`src/rtl/cdb_arbiter.sv`:
```
`default_nettype none
// ============================================================================
//  Module   : cdb_arbiter
//  Purpose  : Round-robin arbiter for the single Common Data Bus shared by
//             N_UF functional units. One UF is granted per cycle and its
//             tag/data pair is broadcast on the registered CDB outputs. An
//             idle bus carries TAG_NONE / DATA_NONE.
//  Ports    : Clock        - rising-edge clock
//             Resetn       - asynchronous active-low reset
//             Flush        - drops the pending grant, idles the bus next cycle
//             Req          - per-UF request (valid result held)
//             Req_tag      - per-UF tag, UF i at [i*TAG_W +: TAG_W]
//             Req_data     - per-UF data, UF i at [i*DATA_W +: DATA_W]
//             Grant        - one-hot, one-cycle grant pulse
//             Qi_CDB       - broadcast tag
//             Qi_CDB_data  - broadcast data
//             CDB_valid    - bus carries a real result this cycle
//             Err_tag      - sticky: a request arrived with tag TAG_NONE
//  Revision : 1.0 - initial release
// ============================================================================
module cdb_arbiter #(
   parameter int                N_UF      = 4,
   parameter int                TAG_W     = 3,
   parameter int                DATA_W    = 16,
   parameter logic [TAG_W-1:0]  TAG_NONE  = '0,
   parameter logic [DATA_W-1:0] DATA_NONE = 16'hFFF0
) (
   input  logic                   Clock,
   input  logic                   Resetn,
   input  logic                   Flush,
   input  logic [N_UF-1:0]        Req,
   input  logic [N_UF*TAG_W-1:0]  Req_tag,
   input  logic [N_UF*DATA_W-1:0] Req_data,
   output logic [N_UF-1:0]        Grant,
   output logic [TAG_W-1:0]       Qi_CDB,
   output logic [DATA_W-1:0]      Qi_CDB_data,
   output logic                   CDB_valid,
   output logic                   Err_tag
);

   localparam int PTR_W = (N_UF > 1) ? $clog2(N_UF) : 1;

   logic [TAG_W-1:0]  tag_arr  [N_UF];
   logic [DATA_W-1:0] data_arr [N_UF];
   logic [N_UF-1:0]   eligible;
   logic [N_UF-1:0]   illegal;

   logic [PTR_W-1:0]  rr_ptr;
   logic [PTR_W-1:0]  winner;
   logic [PTR_W-1:0]  idx;
   logic [PTR_W-1:0]  next_ptr;
   logic              found;
   logic [N_UF-1:0]   grant_vec;

   // Unpack the flat request buses; a UF that was granted last cycle is
   // masked so its stale result cannot win again on the closing edge.
   generate
      for (genvar i = 0; i < N_UF; i++) begin : g_uf
         assign tag_arr[i]  = Req_tag[i*TAG_W +: TAG_W];
         assign data_arr[i] = Req_data[i*DATA_W +: DATA_W];
         assign eligible[i] = Req[i] & ~Grant[i] & (tag_arr[i] != TAG_NONE);
         assign illegal[i]  = Req[i] & (tag_arr[i] == TAG_NONE);
      end
   endgenerate

   // First eligible index scanning upward from rr_ptr with wrap-around.
   always_comb begin
      found  = 1'b0;
      winner = '0;
      idx    = '0;
      for (int off = 0; off < N_UF; off++) begin
         idx = PTR_W'((int'(rr_ptr) + off) % N_UF);
         if (!found && eligible[idx]) begin
            found  = 1'b1;
            winner = idx;
         end
      end
   end

   assign next_ptr  = (winner == PTR_W'(N_UF - 1)) ? '0 : winner + PTR_W'(1);
   assign grant_vec = N_UF'(1) << winner;

   always_ff @(posedge Clock or negedge Resetn) begin
      if (!Resetn) begin
         Grant       <= '0;
         CDB_valid   <= 1'b0;
         Qi_CDB      <= TAG_NONE;
         Qi_CDB_data <= DATA_NONE;
         Err_tag     <= 1'b0;
         rr_ptr      <= '0;
      end else begin
         Err_tag <= Err_tag | (|illegal);
         // Flush wins over any winner; the pointer only advances on a
         // grant that actually reaches the bus.
         if (Flush || !found) begin
            Grant       <= '0;
            CDB_valid   <= 1'b0;
            Qi_CDB      <= TAG_NONE;
            Qi_CDB_data <= DATA_NONE;
         end else begin
            Grant       <= grant_vec;
            CDB_valid   <= 1'b1;
            Qi_CDB      <= tag_arr[winner];
            Qi_CDB_data <= data_arr[winner];
            rr_ptr      <= next_ptr;
         end
      end
   end

endmodule
`default_nettype wire

```
`config.mk`:
```
export PLATFORM = sky130hd
export DESIGN_NAME = cdb_arbiter
export DESIGN_NICKNAME = d
export VERILOG_FILES = /design/src/rtl/cdb_arbiter.sv
export SDC_FILE = /design/constraint.sdc
export NUM_CORES = 1
export LEC_CHECK = 0
export CORE_MARGIN = 3
export CORE_UTILIZATION = 35
export CTS_CLUSTER_DIAMETER = 150
export DETAILED_ROUTE_END_ITERATION = 7
export GPL_TIMING_DRIVEN = 0
export HOLD_SLACK_MARGIN = 0.03
export PLACE_DENSITY = 0.77
export SLEW_MARGIN = 20
export SYNTH_ARGS = -nofsm -noshare
export SYNTH_HDL_FRONTEND = slang
export SYNTH_SLANG_ARGS = --single-unit
export TNS_END_PERCENT = 10
```
`constraint.sdc`:
```
create_clock -name Clock -period 5.4 [get_ports Clock]
set_clock_uncertainty 0.05 [all_clocks]
set_input_delay 0.81 -clock Clock [delete_from_list [all_inputs] [get_ports Clock]]
set_output_delay 0.81 -clock Clock [all_outputs]
set_load 0.02 [all_outputs]
```
==> results of run 1 <==
==> power groups by stage <==
stage	Combinational [mW]	Sequential (mW)	Clock, mW
3_5_place_dp	0.567	0.299	0
2_1_floorplan	0.277	0.364	0
5_1_grt	0.603	0.303	0.125
6_report	0.565	0.295	0.115
4_1_cts	0.569	0.295	0.120
3_3_place_gp	0.561	0.299	0
==> cells in the mapped netlist, types with 2 or more instances <==
library cell / number / area, um^2
a221o_1: 19 / 190
dfrtp_1: 15 / 375
a21o_1: 12 / 90.1
a31o_2: 12 / 105
dfstp_2: 12 / 315
and3_1: 8 / 50.1
mux2_1: 7 / 78.8
and2_1: 5 / 31.3
buf_2: 5 / 25.0
nand2b_1: 5 / 31.3
nor2_1: 5 / 18.8
ha_1: 4 / 50.1
inv_1: 4 / 15.0
nor3_2: 4 / 40.0
a21oi_2: 2 / 17.5
buf_4: 2 / 15.0
nand2_1: 2 / 7.51
nor2_2: 2 / 12.5
nor3_4: 2 / 32.5
or2_2: 2 / 12.5
==> registers in the layout, summed over array words and instances (netlist names) <==
name and flops:
Qi_CDB 3, CDB_valid 1, Grant 4, rr_ptr 2, Qi_CDB_data 16, Err_tag 1
==> layout by cell type, fill, tap and decap left out, types with 2 or more instances in the layout <==
| cell | Yosys | routed |
|---|---|---|
| clkdlybuf4s50_1 | 0 | 106 |
| a221o_1 | 19 | 19 |
| dfrtp_1 | 15 | 15 |
| dfstp_2 | 12 | 12 |
| a21o_1 | 12 | 12 |
| a31o_2 | 12 | 12 |
| and3_1 | 8 | 8 |
| mux2_1 | 7 | 7 |
| buf_2 | 5 | 6 |
| nand2b_1 | 5 | 5 |
| nor2_1 | 5 | 5 |
| and2_1 | 5 | 5 |
| nor3_2 | 4 | 4 |
| inv_1 | 4 | 4 |
| ha_1 | 4 | 4 |
| clkbuf_8 | 0 | 3 |
| buf_4 | 2 | 2 |
| nor2_2 | 2 | 2 |
| nor3_4 | 2 | 2 |
| or2_2 | 2 | 2 |
| a21oi_2 | 2 | 2 |
| clkbuf_1 | 1 | 2 |
| nand2_1 | 2 | 2 |
==> critical path, stage by stage <==
cell             delay (ns)
clkdlybuf4s50_1        0.53
nor3_4                 0.08
nor3_2                 0.36
nor2_1                 0.12
o22ai_4                0.41
mux2_1                 0.40
a221o_1                0.33
==> cell families (layout without fill, tap and decap cells) <==
family          count (synthesis)  count (layout)  share of synthesized area (%)
compound gates                 59              59                           33.0
simple gates                   38              38                           15.0
flops                          27              27                           39.6
buf+inv                        15             126                           4.44
mux                             8               8                           5.16
fa+ha+maj                       4               4                           2.87
==> cell type report <==
class	count	area, um^2
fill	419	1850
timing repair buffer	107	1070
multi-input combinational	109	977
sequential	27	691
tap	67	83.8
buffer	10	58.8
clock buffer	4	45.0
inverter	5	18.8
==> through the flow <==
step | cells | power (mW)
4_1_cts | 329 | 0.984
3_3_place_gp | 325 | 0.860
5_1_grt | 329 | 1.03
2_1_floorplan | 151 | 0.642
3_5_place_dp | 325 | 0.866
6_report | 329 | 0.974
==> layer usage <==
layer / GRT usage [%] / vias to the layer above
li1: - / 814
met5: 0 / -
met3: 2.84 / 8
met1: 23.5 / 805
met4: 4.89 / 0
met2: 30.7 / 62
==> worst paths after layout <==
check	to	depth (start not counted)	slack [ns]	from
max	Qi_CDB[0]	7	2.47	Req_tag[2]
max in group asynchronous	Qi_CDB[1]	1	4.41	Resetn
min reg2reg	Err_tag	2	0.45	Err_tag
min	Err_tag	2	0.45	Err_tag
max reg2reg	Qi_CDB[0]	6	3.04	Grant[0]
min in group asynchronous	Grant[1]	1	0.49	Resetn
==> flow_metrics.tcl, run 1 <==
set metrics [dict create \
    cap_viol_max_count 0 \
    grt_max_degree 28 \
    antenna_cells 0 \
    period_share_pct 54.3 \
    core.rowCount 25 \
    viasPerCell 5.13 \
    yosysSeqAreaShare_pct 39.6 \
    arrival_ns 3.04 \
    fin_nets 350 \
    vdd_ir_drop_max_uv 170 \
    swShare_pct 37.3 \
    place_area_mm2 0.00290 \
    max_freq_ghz 0.341 \
    clkPwrFrac_pct 11.8 \
    internal_power_uw 611 \
    setup_violations 0 \
    h-tree-depth 1 \
    dp_hpwl_mm 4.21 \
    fp.dieH_um 76.6 \
    ys_seq_elements 27 \
    post-cts-setup-buffers 0 \
    antenna_left 0 \
    clock_sinks 27 \
    root_buffer "clkbuf_8" \
    area_growth_pct 68.5 \
    design_area_mm2 0.00294 \
    routed.top_layer "met4" \
    drc_errors 0 \
    status "finished, final reports clean" \
    async_flop_share_pct 100 \
    clk_path_buf_depth 2 \
    crit_type "in2reg" \
    worstSetupStartpointType "primary input" \
    synth_enable_flop_cells 0 \
    final-hold-violation-count 0 \
    totalWireLength_mm 5.28 \
    mappedNetlistNets 238 \
    grt_setup_unrepaired "no" \
    cts.clk_slew.worst_paths_ns 0.09 \
    io_pins 108 \
    hold_slack_ns 0.451 \
    clock_latency_ns 0.27 \
    p_per_area_mw_per_mm2 331 \
    finalWorstSetupSlack_ns 2.47 \
    fin_util_pct 61.4 \
    overflow 0 \
    dieWidth_um 76.6 \
    drt-met1-wl_mm 2.19 \
    crit_fanout 11 \
    place_congestion 0.911 \
    drive_gt1_share_pct 22.1 \
    syn-cell-area_mm2 0.00175 \
    cts_resized 0 \
    dominantRegCellSynth "dfrtp_1" \
    grt_first_pass_wirelength_mm 8.42 \
    worst_slew_pin_slew_ns 0.604 \
    dp_slack_ns 2.18 \
    power_leakage_nw 1.22 \
    drtIter0Drc 72 \
    switchingPower_uw 363 \
    dieArea_mm2 0.00587 \
    required_ns 5.51 \
    wl_per_cell_um 16.0 \
    ys_types 42 \
    start_util_pct 36.5 \
    drv_slew 0 \
    grt_use_total_pct 17.9 \
    seq_power_share_pct 30.3 \
    hold_path.class "reg2reg" \
    ys_warn_count 0 \
    cts_tree "built" \
    core_mm2 0.00479 \
    slew_headroom_pct 59.7 \
    dr.pass1.iters 4 \
    cts_hold_buffers 0 \
    setup_tns_ns 0 \
    combPwrFrac_pct 58.0 \
    cts_buffers 3 \
    dr_wl_met3_um 290 \
    route.met2.wl_mm 2.73 \
    vias 1689 \
    antenna_found_initial 0 \
    synthCells 151 \
    crit_path_end_kind "register" \
    grt_pass1_vias 1617 \
    numPortBuffers 107 \
    avgSynthCellArea_um2 11.6 \
    post-route-min-period_ns 2.93 \
]
Note: power is estimated with default switching activity, not from simulation.
==> run 2, diff against run 1 <==
--- a/config.mk
+++ b/config.mk
@@ -6,12 +6,12 @@
 export NUM_CORES = 1
 export LEC_CHECK = 0
 export CORE_MARGIN = 3
-export CORE_UTILIZATION = 35
+export CORE_UTILIZATION = 34
 export CTS_CLUSTER_DIAMETER = 150
 export DETAILED_ROUTE_END_ITERATION = 7
 export GPL_TIMING_DRIVEN = 0
 export HOLD_SLACK_MARGIN = 0.03
-export PLACE_DENSITY = 0.77
+export PLACE_DENSITY = 0.78
 export SLEW_MARGIN = 20
 export SYNTH_ARGS = -nofsm -noshare
 export SYNTH_HDL_FRONTEND = slang
==> constraint.sdc (replaced) <==
create_clock -name Clock -period 2.6 [get_ports Clock]
set_clock_uncertainty 0.05 [all_clocks]
set_input_delay 0.39 -clock Clock [delete_from_list [all_inputs] [get_ports Clock]]
set_output_delay 0.39 -clock Clock [all_outputs]
set_load 0.02 [all_outputs]
==> run 2 against run 1 <==
  * Count of clock-buffer cells in the layout unchanged
  * Highest routed layer unchanged
  * Global-route usage decreased by 0.63 points
  * Via count down 0.53%
  * Critical path depth increased by 1
  * Flip-flop and latch count did not move
  * Worst setup slack worse by 2.3 ns
  * Clock power is 100% higher
  * Largest power group unchanged
==> flow_metrics.tcl, run 2 (synthesized netlist as in run 1, its figures left out) <==
set metrics [dict create \
    worstSetupStartpointType "primary input" \
    crit_type "in2reg" \
    dp_hpwl_mm 4.26 \
    finalWorstSetupSlack_ns 0.179 \
    final_cell_mix "clkdlybuf4s50_1 (106), a221o_1 (19), dfrtp_1 (15)" \
    dp_slack_ns -0.210 \
    overflow 0 \
    h-tree-depth 1 \
    root_buffer "clkbuf_8" \
    vias 1680 \
    arrival_ns 2.53 \
    worst_slew_pin_slew_ns 0.608 \
    dr.pass1.iters 4 \
    mostFrequentLayoutCell "clkdlybuf4s50_1" \
    wl_per_cell_um 16.2 \
    dieArea_mm2 0.00603 \
    cts_hold_buffers 0 \
    vdd_ir_drop_max_uv 323 \
    dieWidth_um 77.7 \
    viasPerCell 5.08 \
    cts_resized 0 \
    reg.largest.list "Qi_CDB_data x16, Grant x4, Qi_CDB x3" \
    core_mm2 0.00485 \
    antenna_left 0 \
    power_leakage_nw 1.23 \
    post-route-min-period_ns 2.42 \
    worst_r2r_path_depth 7 \
    grt_use_total_pct 17.3 \
    antenna_cells 0 \
    period_share_pct 93.1 \
    grt_first_pass_wirelength_mm 8.31 \
    post-cts-setup-buffers 0 \
    r2r_setup_slack_ns 0.32 \
    fp.dieH_um 77.7 \
    clock_latency_ns 0.27 \
    antenna_found_initial 0 \
    drive_gt1_share_pct 22.7 \
    crit_path_end_kind "register" \
    final-hold-violation-count 0 \
    hold_path.class "in2async" \
    grt_setup_unrepaired "no" \
    cap_viol_max_count 0 \
    grt_max_degree 28 \
    instances_no_fill 331 \
    core.rowCount 25 \
    fill_cells 413 \
    cts_buffers 3 \
    place_area_mm2 0.00290 \
    placed_cells 325 \
    slew_headroom_pct 59.5 \
    r2r-start "Grant[0]" \
    largest_reg_flops 16 \
    design_area_mm2 0.00297 \
    setup_tns_ns 0 \
    clk_path_buf_depth 2 \
    status "finished, final reports clean" \
    fin_util_pct 61.2 \
    reg2reg_to "Qi_CDB[0]" \
    totalWireLength_mm 5.35 \
    cts_tree "built" \
    io_pins 108 \
    numPortBuffers 107 \
    start_util_pct 36.0 \
    max_freq_ghz 0.413 \
    cts.clk_slew.worst_paths_ns 0.09 \
    setup_violations 0 \
    drv_slew 0 \
    crit_fanout 10 \
    drc_errors 0 \
    required_ns 2.71 \
    hold_slack_ns 0.0671 \
    area_growth_pct 70.0 \
    regMostFlops "Qi_CDB_data" \
    totalPowerFinal_mw 2.07 \
    fin_nets 352 \
    place_congestion 0.805 \
    grt_pass1_vias 1719 \
    clock_sinks 27 \
    drtIter0Drc 49 \
    p_per_area_mw_per_mm2 697 \
]
==> run 2: cell count changes in the layout (fill, tap and decap cells not counted) <==
cell	change
buf_12	+1
buf_4	+1
==> run 2: cell type report <==
type	count	area, um^2	area share (%)
Inverter	5	18.8	0.632
Multi-Input combinational cell	109	977	32.9
Buffer	10	58.8	1.98
Timing Repair Buffer	109	1090	36.8
Sequential cell	27	691	23.3
Tap cell	67	83.8	2.82
Clock buffer	4	45.0	1.52
==> run 2: critical path, stage by stage <==
cell	delay, ns
clkdlybuf4s50_1	0.52
nor3_4	0.08
nor3_2	0.36
nor2_1	0.13
o22ai_4	0.21
buf_12	0.16
mux2_1	0.33
a221o_1	0.33
==> run 2: how the worst max path moves through the flow <==
stage                     end  startpoint  cells after the start
finish              Qi_CDB[0]  Req_tag[2]                      8
global placement    Qi_CDB[2]  Req_tag[2]                      7
detailed placement  Qi_CDB[0]  Req_tag[0]                      7
global route        Qi_CDB[0]      Req[0]                      8
CTS                 Qi_CDB[0]  Req_tag[0]                      7
floorplan           Qi_CDB[0]    Grant[0]                      6
==> run 2: metal layers <==
layer / GRT usage (%) / routed length, um / vias up
met2: 29.9 / 2710 / 68
met5: 0 / 0 / -
met4: 3.74 / 44 / 0
met1: 22.1 / 2300 / 788
met3: 3.60 / 294 / 6
li1: - / - / 818
==> run 2: report_power, final <==
part           switching [mW]  internal (mW)
clock network           0.125          0.110
registers              0.0449          0.568
logic                   0.600          0.621
